<file path="src/rtl/riscv_fetch_pkg.sv">
// Shared types and constants for the riscv_fetch_unit front end.
// Optional FETCH_PERF_EN adds performance counters to riscv_fetch_unit.
package riscv_fetch_pkg;

    localparam int XLEN_DEFAULT = 32;
    localparam int INSTR_W = 32;
    localparam logic [XLEN_DEFAULT-1:0] RESET_VECTOR_DEFAULT = '0;
    localparam int PC_STEP = 4;

    typedef struct packed {
        logic [INSTR_W-1:0]      instr;
        logic [XLEN_DEFAULT-1:0] pc;
    } fetch_entry_t;

    function automatic int cnt_width(input int depth);
        return $clog2(depth) + 1;
    endfunction

endpackage

</file>
<file path="src/rtl/riscv_fetch_unit_fifo.sv">
// Prefetch queue: synchronous FIFO with flush, occupancy count and
// same-cycle push/pop.
module fetch_fifo
    import riscv_fetch_pkg::*;
#(
    parameter int  DEPTH   = 4,
    parameter type entry_t = fetch_entry_t
) (
    input  logic                      clk,
    input  logic                      reset,
    input  logic                      flush,
    input  logic                      push,
    input  entry_t                    push_data,
    input  logic                      pop,
    output entry_t                    head,
    output logic                      empty,
    output logic [$clog2(DEPTH):0]    count
);

    localparam int AW = $clog2(DEPTH);
    localparam int CW = AW + 1;

    entry_t          mem_q [DEPTH];
    logic [AW-1:0]   wr_ptr_q;
    logic [AW-1:0]   wr_ptr_d;
    logic [AW-1:0]   rd_ptr_q;
    logic [AW-1:0]   rd_ptr_d;
    logic [CW-1:0]   count_q;
    logic [CW-1:0]   count_d;
    logic            do_push;
    logic            do_pop;

    always_comb begin
        do_pop   = pop && (count_q != '0);
        do_push  = push && ((count_q != CW'(DEPTH)) || do_pop);
        wr_ptr_d = wr_ptr_q;
        rd_ptr_d = rd_ptr_q;
        count_d  = count_q;
        if (flush) begin
            wr_ptr_d = '0;
            rd_ptr_d = '0;
            count_d  = '0;
        end else begin
            if (do_push) begin
                wr_ptr_d = wr_ptr_q + AW'(1);
            end
            if (do_pop) begin
                rd_ptr_d = rd_ptr_q + AW'(1);
            end
            count_d = count_q + CW'(do_push) - CW'(do_pop);
        end
    end

    always_ff @(posedge clk) begin
        if (reset) begin
            wr_ptr_q <= '0;
            rd_ptr_q <= '0;
            count_q  <= '0;
        end else begin
            wr_ptr_q <= wr_ptr_d;
            rd_ptr_q <= rd_ptr_d;
            count_q  <= count_d;
        end
    end

    // Storage needs no reset: entries are only visible while count is non-zero.
    always_ff @(posedge clk) begin
        if (do_push && !flush && !reset) begin
            mem_q[wr_ptr_q] <= push_data;
        end
    end

    assign head  = mem_q[rd_ptr_q];
    assign empty = (count_q == '0);
    assign count = count_q;

endmodule

</file>
<file path="src/rtl/riscv_fetch_unit.sv">
// Decoupled instruction fetch: PC, credit-limited requests, drop of stale
// responses after redirect, prefetch queue. FETCH_PERF_EN adds perf counters.
module riscv_fetch_unit
    import riscv_fetch_pkg::*;
#(
    parameter int              XLEN         = XLEN_DEFAULT,
    parameter logic [XLEN-1:0] RESET_VECTOR = XLEN'(RESET_VECTOR_DEFAULT),
    parameter int              FIFO_DEPTH   = 4
) (
    input  logic               clk,
    input  logic               reset,
    input  logic               redirect_valid,
    input  logic [XLEN-1:0]    redirect_pc,
    output logic               imem_req_valid,
    input  logic               imem_req_ready,
    output logic [XLEN-1:0]    imem_req_addr,
    input  logic               imem_rsp_valid,
    input  logic [INSTR_W-1:0] imem_rsp_data,
    output logic               inst_valid,
    input  logic               inst_ready,
    output logic [INSTR_W-1:0] inst_data,
    output logic [XLEN-1:0]    inst_pc
`ifdef FETCH_PERF_EN
    ,
    output logic [31:0]        perf_fetched,
    output logic [31:0]        perf_stall,
    output logic [31:0]        perf_dropped
`endif
);

    localparam int CW = cnt_width(FIFO_DEPTH);

    typedef struct packed {
        logic [INSTR_W-1:0] instr;
        logic [XLEN-1:0]    pc;
    } entry_t;

    logic [XLEN-1:0] fetch_pc_q;
    logic [XLEN-1:0] fetch_pc_d;
    logic [XLEN-1:0] rsp_pc_q;
    logic [XLEN-1:0] rsp_pc_d;
    logic [CW-1:0]   outstanding_q;
    logic [CW-1:0]   outstanding_d;
    logic [CW-1:0]   drop_cnt_q;
    logic [CW-1:0]   drop_cnt_d;

    logic [CW-1:0]   fifo_count;
    logic [CW:0]     credit_used;
    logic            fifo_empty;
    entry_t          fifo_head;
    entry_t          push_entry;
    logic            req_fire;
    logic            rsp_push;
    logic            rsp_drop;
    logic            inst_pop;
    logic [XLEN-1:0] redirect_tgt;

    assign redirect_tgt = {redirect_pc[XLEN-1:2], 2'b00};
    assign credit_used  = {1'b0, outstanding_q} + {1'b0, fifo_count};

    always_comb begin
        imem_req_valid = !reset && !redirect_valid
                         && (credit_used < (CW+1)'(FIFO_DEPTH));
        imem_req_addr  = fetch_pc_q;
        req_fire       = imem_req_valid && imem_req_ready;
        rsp_drop       = imem_rsp_valid
                         && (redirect_valid || (drop_cnt_q != '0));
        rsp_push       = imem_rsp_valid && !rsp_drop;
        inst_pop       = inst_valid && inst_ready;
        push_entry     = '{instr: imem_rsp_data, pc: rsp_pc_q};
    end

    // A redirect overrides everything; requests cannot fire in that cycle.
    always_comb begin
        fetch_pc_d    = fetch_pc_q;
        rsp_pc_d      = rsp_pc_q;
        drop_cnt_d    = drop_cnt_q;
        outstanding_d = outstanding_q + CW'(req_fire) - CW'(imem_rsp_valid);
        if (redirect_valid) begin
            fetch_pc_d = redirect_tgt;
            rsp_pc_d   = redirect_tgt;
            drop_cnt_d = outstanding_q - CW'(imem_rsp_valid);
        end else begin
            if (req_fire) begin
                fetch_pc_d = fetch_pc_q + XLEN'(PC_STEP);
            end
            if (rsp_drop) begin
                drop_cnt_d = drop_cnt_q - CW'(1);
            end
            if (rsp_push) begin
                rsp_pc_d = rsp_pc_q + XLEN'(PC_STEP);
            end
        end
    end

    always_ff @(posedge clk) begin
        if (reset) begin
            fetch_pc_q    <= RESET_VECTOR;
            rsp_pc_q      <= RESET_VECTOR;
            outstanding_q <= '0;
            drop_cnt_q    <= '0;
        end else begin
            fetch_pc_q    <= fetch_pc_d;
            rsp_pc_q      <= rsp_pc_d;
            outstanding_q <= outstanding_d;
            drop_cnt_q    <= drop_cnt_d;
        end
    end

    fetch_fifo #(
        .DEPTH   (FIFO_DEPTH),
        .entry_t (entry_t)
    ) u_fifo (
        .clk       (clk),
        .reset     (reset),
        .flush     (redirect_valid),
        .push      (rsp_push),
        .push_data (push_entry),
        .pop       (inst_pop),
        .head      (fifo_head),
        .empty     (fifo_empty),
        .count     (fifo_count)
    );

    assign inst_valid = !fifo_empty;
    assign inst_data  = fifo_empty ? '0 : fifo_head.instr;
    assign inst_pc    = fifo_empty ? '0 : fifo_head.pc;

`ifdef FETCH_PERF_EN
    logic [31:0] perf_fetched_q;
    logic [31:0] perf_fetched_d;
    logic [31:0] perf_stall_q;
    logic [31:0] perf_stall_d;
    logic [31:0] perf_dropped_q;
    logic [31:0] perf_dropped_d;

    // Pops in a redirect cycle are discarded by the consumer, so not counted.
    always_comb begin
        perf_fetched_d = perf_fetched_q
                         + 32'(inst_pop && !redirect_valid);
        perf_stall_d   = perf_stall_q + 32'(inst_ready && !inst_valid);
        perf_dropped_d = perf_dropped_q + 32'(rsp_drop);
    end

    always_ff @(posedge clk) begin
        if (reset) begin
            perf_fetched_q <= '0;
            perf_stall_q   <= '0;
            perf_dropped_q <= '0;
        end else begin
            perf_fetched_q <= perf_fetched_d;
            perf_stall_q   <= perf_stall_d;
            perf_dropped_q <= perf_dropped_d;
        end
    end

    assign perf_fetched = perf_fetched_q;
    assign perf_stall   = perf_stall_q;
    assign perf_dropped = perf_dropped_q;
`endif

endmodule

</file>
<file path="config.mk">
export PLATFORM = sky130hd
export DESIGN_NAME = riscv_fetch_unit
export DESIGN_NICKNAME = d
export VERILOG_FILES = /design/src/rtl/riscv_fetch_pkg.sv /design/src/rtl/riscv_fetch_unit_fifo.sv /design/src/rtl/riscv_fetch_unit.sv
export SDC_FILE = /design/constraint.sdc
export NUM_CORES = 1
export LEC_CHECK = 0
export BUFFER_PORTS_ARGS = -buffer_cell sky130_fd_sc_hd__buf_2
export CORE_ASPECT_RATIO = 1.4
export CORE_UTILIZATION = 49
export DETAILED_ROUTE_END_ITERATION = 8
export PLACE_DENSITY = 0.69
export SYNTH_ARGS = -nofsm -noshare
export SYNTH_HDL_FRONTEND = slang
export SYNTH_SLANG_ARGS = --single-unit
</file>
<file path="constraint.sdc">
create_clock -name clk -period 8.75 [get_ports clk]
set_input_delay 1.3125 -clock clk [delete_from_list [all_inputs] [get_ports clk]]
set_output_delay 1.3125 -clock clk [all_outputs]
set_load 0.03 [all_outputs]
</file>
==> impl_metrics.tcl <==
set metrics [dict create \
    status "finished, final reports clean" \
    ctsRootBufferMaster "clkbuf_16" \
    synth_top_flop_cell "edfxtp_1" \
    postSynthRegisterBits 323 \
    post_synth_inst_count 903 \
    ant_nets 0 \
    num-nets-final 1147 \
    yosys_warnings 0 \
    routed_wirelength_microns 27500 \
    drtIter0Drc 468 \
    wl_met2_microns 13800 \
    place_hpwl_microns 16900 \
    path_clk_slew_ps 70 \
    area_delta_synth_final_pct 16.3 \
    synth.distinct_cells 59 \
    cp-start-kind "register" \
    unrepaired_setup_endpoints_after_global_routing "false" \
    cpPeakStageDelay_ps 800 \
    most_common_cell_after_layout_fill_and_taps_aside "edfxtp_1" \
    worst_clock_skew_ps 24.5 \
    worst-r2r-cell-count 12 \
    layout.cells.most_common_list "248 x edfxtp_1, 161 x buf_2, 73 x dfxtp_1, 70 x and2_1, 62 x mux4_2" \
    ioPinCount 168 \
    rows 71 \
    power.static_leakage_uw 0.00553 \
    routed_wire_length_per_instance_microns 19.0 \
    slew_margin_rel 0.368 \
    placed_cell_area_sq_um 14700 \
    grt_pass1_vias 7905 \
    fp.dieH_microns 199 \
    criticalPathCategory "reg -> out" \
    setup_tns_ps 0 \
    initial_core_util 0.501 \
    min-delay-start "imem_req_addr[20]" \
    worst_ep_required_time_ps 7440 \
    drcViolationCount 0 \
    path_cells "buf_4 > mux4_2 > and2_1 > buf_2" \
    cp_slowest_cell "buf_4" \
    hold_violations 0 \
    syn-cell-area_sq_um 13500 \
    async_flop_share 0 \
    timing.hold.worst.class "reg -> reg" \
    total_core_area_sq_um 27000 \
    critPathMaxFanout 45 \
    worstMarginPinSlew_ps 948 \
    worstHoldPathCells 2 \
    worst_ep_arrival_time_ps 2980 \
    gp_routability_congestion 0.932 \
    fmax_mhz 233 \
    wl_met1_microns 11400 \
    placement.io_buffers 161 \
    clock_tree_from_tritoncts "built" \
    timing.final.crit_period_ps 4290 \
    grt_pass1_wl_microns 43000 \
    pwr_density_cell_nw_per_um2 219 \
    die_x_microns 142 \
    grt-ovfl-total 0 \
    irDropWorstVdd_mv 0.127 \
    timing.final.max_slew_violations 0 \
    cts_num_sinks 323 \
    share_of_final_layout_standard_cells_stronger_than_drive_strength_1 0.279 \
    topRoutingLayerUsed "met4" \
    finish.instance_area_sq_um 15700 \
    post_cts.repair.setup_buffers 0 \
    path_delay_family "buffers and inverters" \
    post_cts_resized 0 \
    synth_enable_flop_cells 248 \
    final-setup-viol-count 0 \
    synth-seq-area-share 0.661 \
    dr_total_vias 8016 \
    cts_made_buffers 30 \
    regToRegStartpoint "outstanding_q[2]" \
    number_of_antenna_violations_at_the_first_check_in_global_routing 0 \
    r2r_end "outstanding_q[2]" \
    holdBufCountCts 0 \
    cts-htree-levels 1 \
    insertion_delay_to_the_later_sink_of_the_worst_skew_pair_ps 560 \
    clockBufferDepth 3 \
    hold_path_end "imem_req_addr[20]" \
    antenna_cells 0 \
    grt_usage 0.199 \
    die_area_sq_um 28300 \
    r2r_slack_ps 5730 \
    postLayoutCoreUtil 0.583 \
    syn_avg_cell_area_sq_um 15.0 \
    met3_wirelength_microns 1430 \
    cap_violations 0 \
    grt_max_degree 65 \
    final_min_period_over_clock_period 0.491 \
    worst-path-buf-inv 2 \
    drt_pre_antenna_iters 6 \
    viasPerCell 5.54 \
    crit_path_end_kind "output port" \
    holdWs_ps 513 \
]
[sequential cells by signal, summed over array words and instances (netlist names), named ones only]
name / cells
drop_cnt_q: 3
imem_req_addr: 30
outstanding_q: 3
rsp_pc_q: 30
u_fifo.count: 3
u_fifo.mem_q: 248
u_fifo.rd_ptr_q: 2
u_fifo.wr_ptr_q: 2
[layout make-up]
class | instances | area [sq um]
clock inverters | 15 | 154
multi-input cells | 506 | 4280
well taps | 365 | 457
clock buffers | 41 | 917
flip-flops and latches | 323 | 8950
fillers | 2183 | 11300
repair buffers | 172 | 888
inverters | 26 | 97.6
[how the worst max path moves through the flow]
stage                        start                  end  depth (start not counted)
floorplan           redirect_valid  u_fifo.mem_q[0][10]                          4
global placement             reset     outstanding_q[2]                         13
detailed placement           reset     outstanding_q[2]                         13
CTS                       register        inst_data[30]                          4
global route              register        inst_data[30]                          4
finish                    register        inst_data[30]                          4
[kinds of logic after synthesis]
family          count (synthesis)  share of synthesized area
flops                         323                      0.661
simple gates                  273                      0.112
compound gates                 99                     0.0490
buf+inv                        77                     0.0247
mux                            66                      0.106
xor+xnor                       46                     0.0298
fa+ha+maj                      18                     0.0177
other cells                     1                   0.000277
[cell usage after synthesis (2+ instances only)]
| cell | count | area share |
|---|---|---|
| edfxtp_1 | 248 | 0.55 |
| dfxtp_1 | 75 | 0.11 |
| and2_1 | 70 | 0.032 |
| mux4_2 | 62 | 0.10 |
| nand2_1 | 49 | 0.014 |
| nor2_1 | 40 | 0.011 |
| clkbuf_1 | 32 | 0.0089 |
| xnor2_1 | 31 | 0.020 |
| nand3_1 | 27 | 0.010 |
| inv_1 | 24 | 0.0067 |
| nand4_1 | 19 | 0.0088 |
| a211oi_1 | 16 | 0.0089 |
| ha_1 | 16 | 0.015 |
| a21oi_1 | 15 | 0.0055 |
| a31oi_1 | 15 | 0.0069 |
| xor2_1 | 15 | 0.0097 |
| o21ai_0 | 14 | 0.0052 |
| or3_1 | 13 | 0.0060 |
| nor3_1 | 12 | 0.0044 |
| and3_1 | 11 | 0.0051 |
| a21boi_0 | 10 | 0.0055 |
| and4_1 | 7 | 0.0045 |
| buf_2 | 7 | 0.0026 |
| nor4_1 | 6 | 0.0028 |
| o211ai_1 | 6 | 0.0033 |
| o21a_1 | 6 | 0.0033 |
| buf_4 | 5 | 0.0028 |
| mux2i_1 | 4 | 0.0030 |
| or4_1 | 4 | 0.0022 |
| a21boi_1 | 3 | 0.0017 |
| buf_1 | 3 | 0.00083 |
| a22oi_1 | 2 | 0.0011 |
| a311oi_1 | 2 | 0.0013 |
| a41oi_1 | 2 | 0.0013 |
| and2_0 | 2 | 0.00092 |
| buf_6 | 2 | 0.0017 |
| clkbuf_2 | 2 | 0.00074 |
| fa_1 | 2 | 0.0030 |
| nor2b_1 | 2 | 0.00092 |
| nor4_2 | 2 | 0.0018 |
| o311ai_0 | 2 | 0.0013 |
[through the flow]
stage | cells | setup WS [ps] | total power, uW
2_1_floorplan | 906 | 4770 | 2010
3_3_place_gp | 1392 | 4700 | 2110
3_5_place_dp | 1392 | 4640 | 2120
4_1_cts | 1448 | 4320 | 3490
5_1_grt | 1448 | 4210 | 3580
6_report | 1448 | 4460 | 3450
[layer usage]
metal,up-vias,GRT usage
li1,3754,-
met1,3932,0.253
met2,273,0.348
met3,57,0.0226
met4,0,0.0769
met5,-,0
[worst reg2reg max path: stages (launching register included)]
cell and delay [ps]:
dfxtp_1 400, ha_1 260, nor3_2 200, and4_1 210
buf_4 230, inv_2 250, ha_1 370, inv_1 40
ha_1 180, fa_1 380, xnor2_1 180, xnor2_1 140
nor2_1 50
[where the power goes]
group | internal [uW] | switching, uW | total (uW)
clock | 802 | 569 | 1370
sequential | 1690 | 44.9 | 1740
combinational | 126 | 220 | 346
No activity file was read; power rests on OpenSTA's default activity.
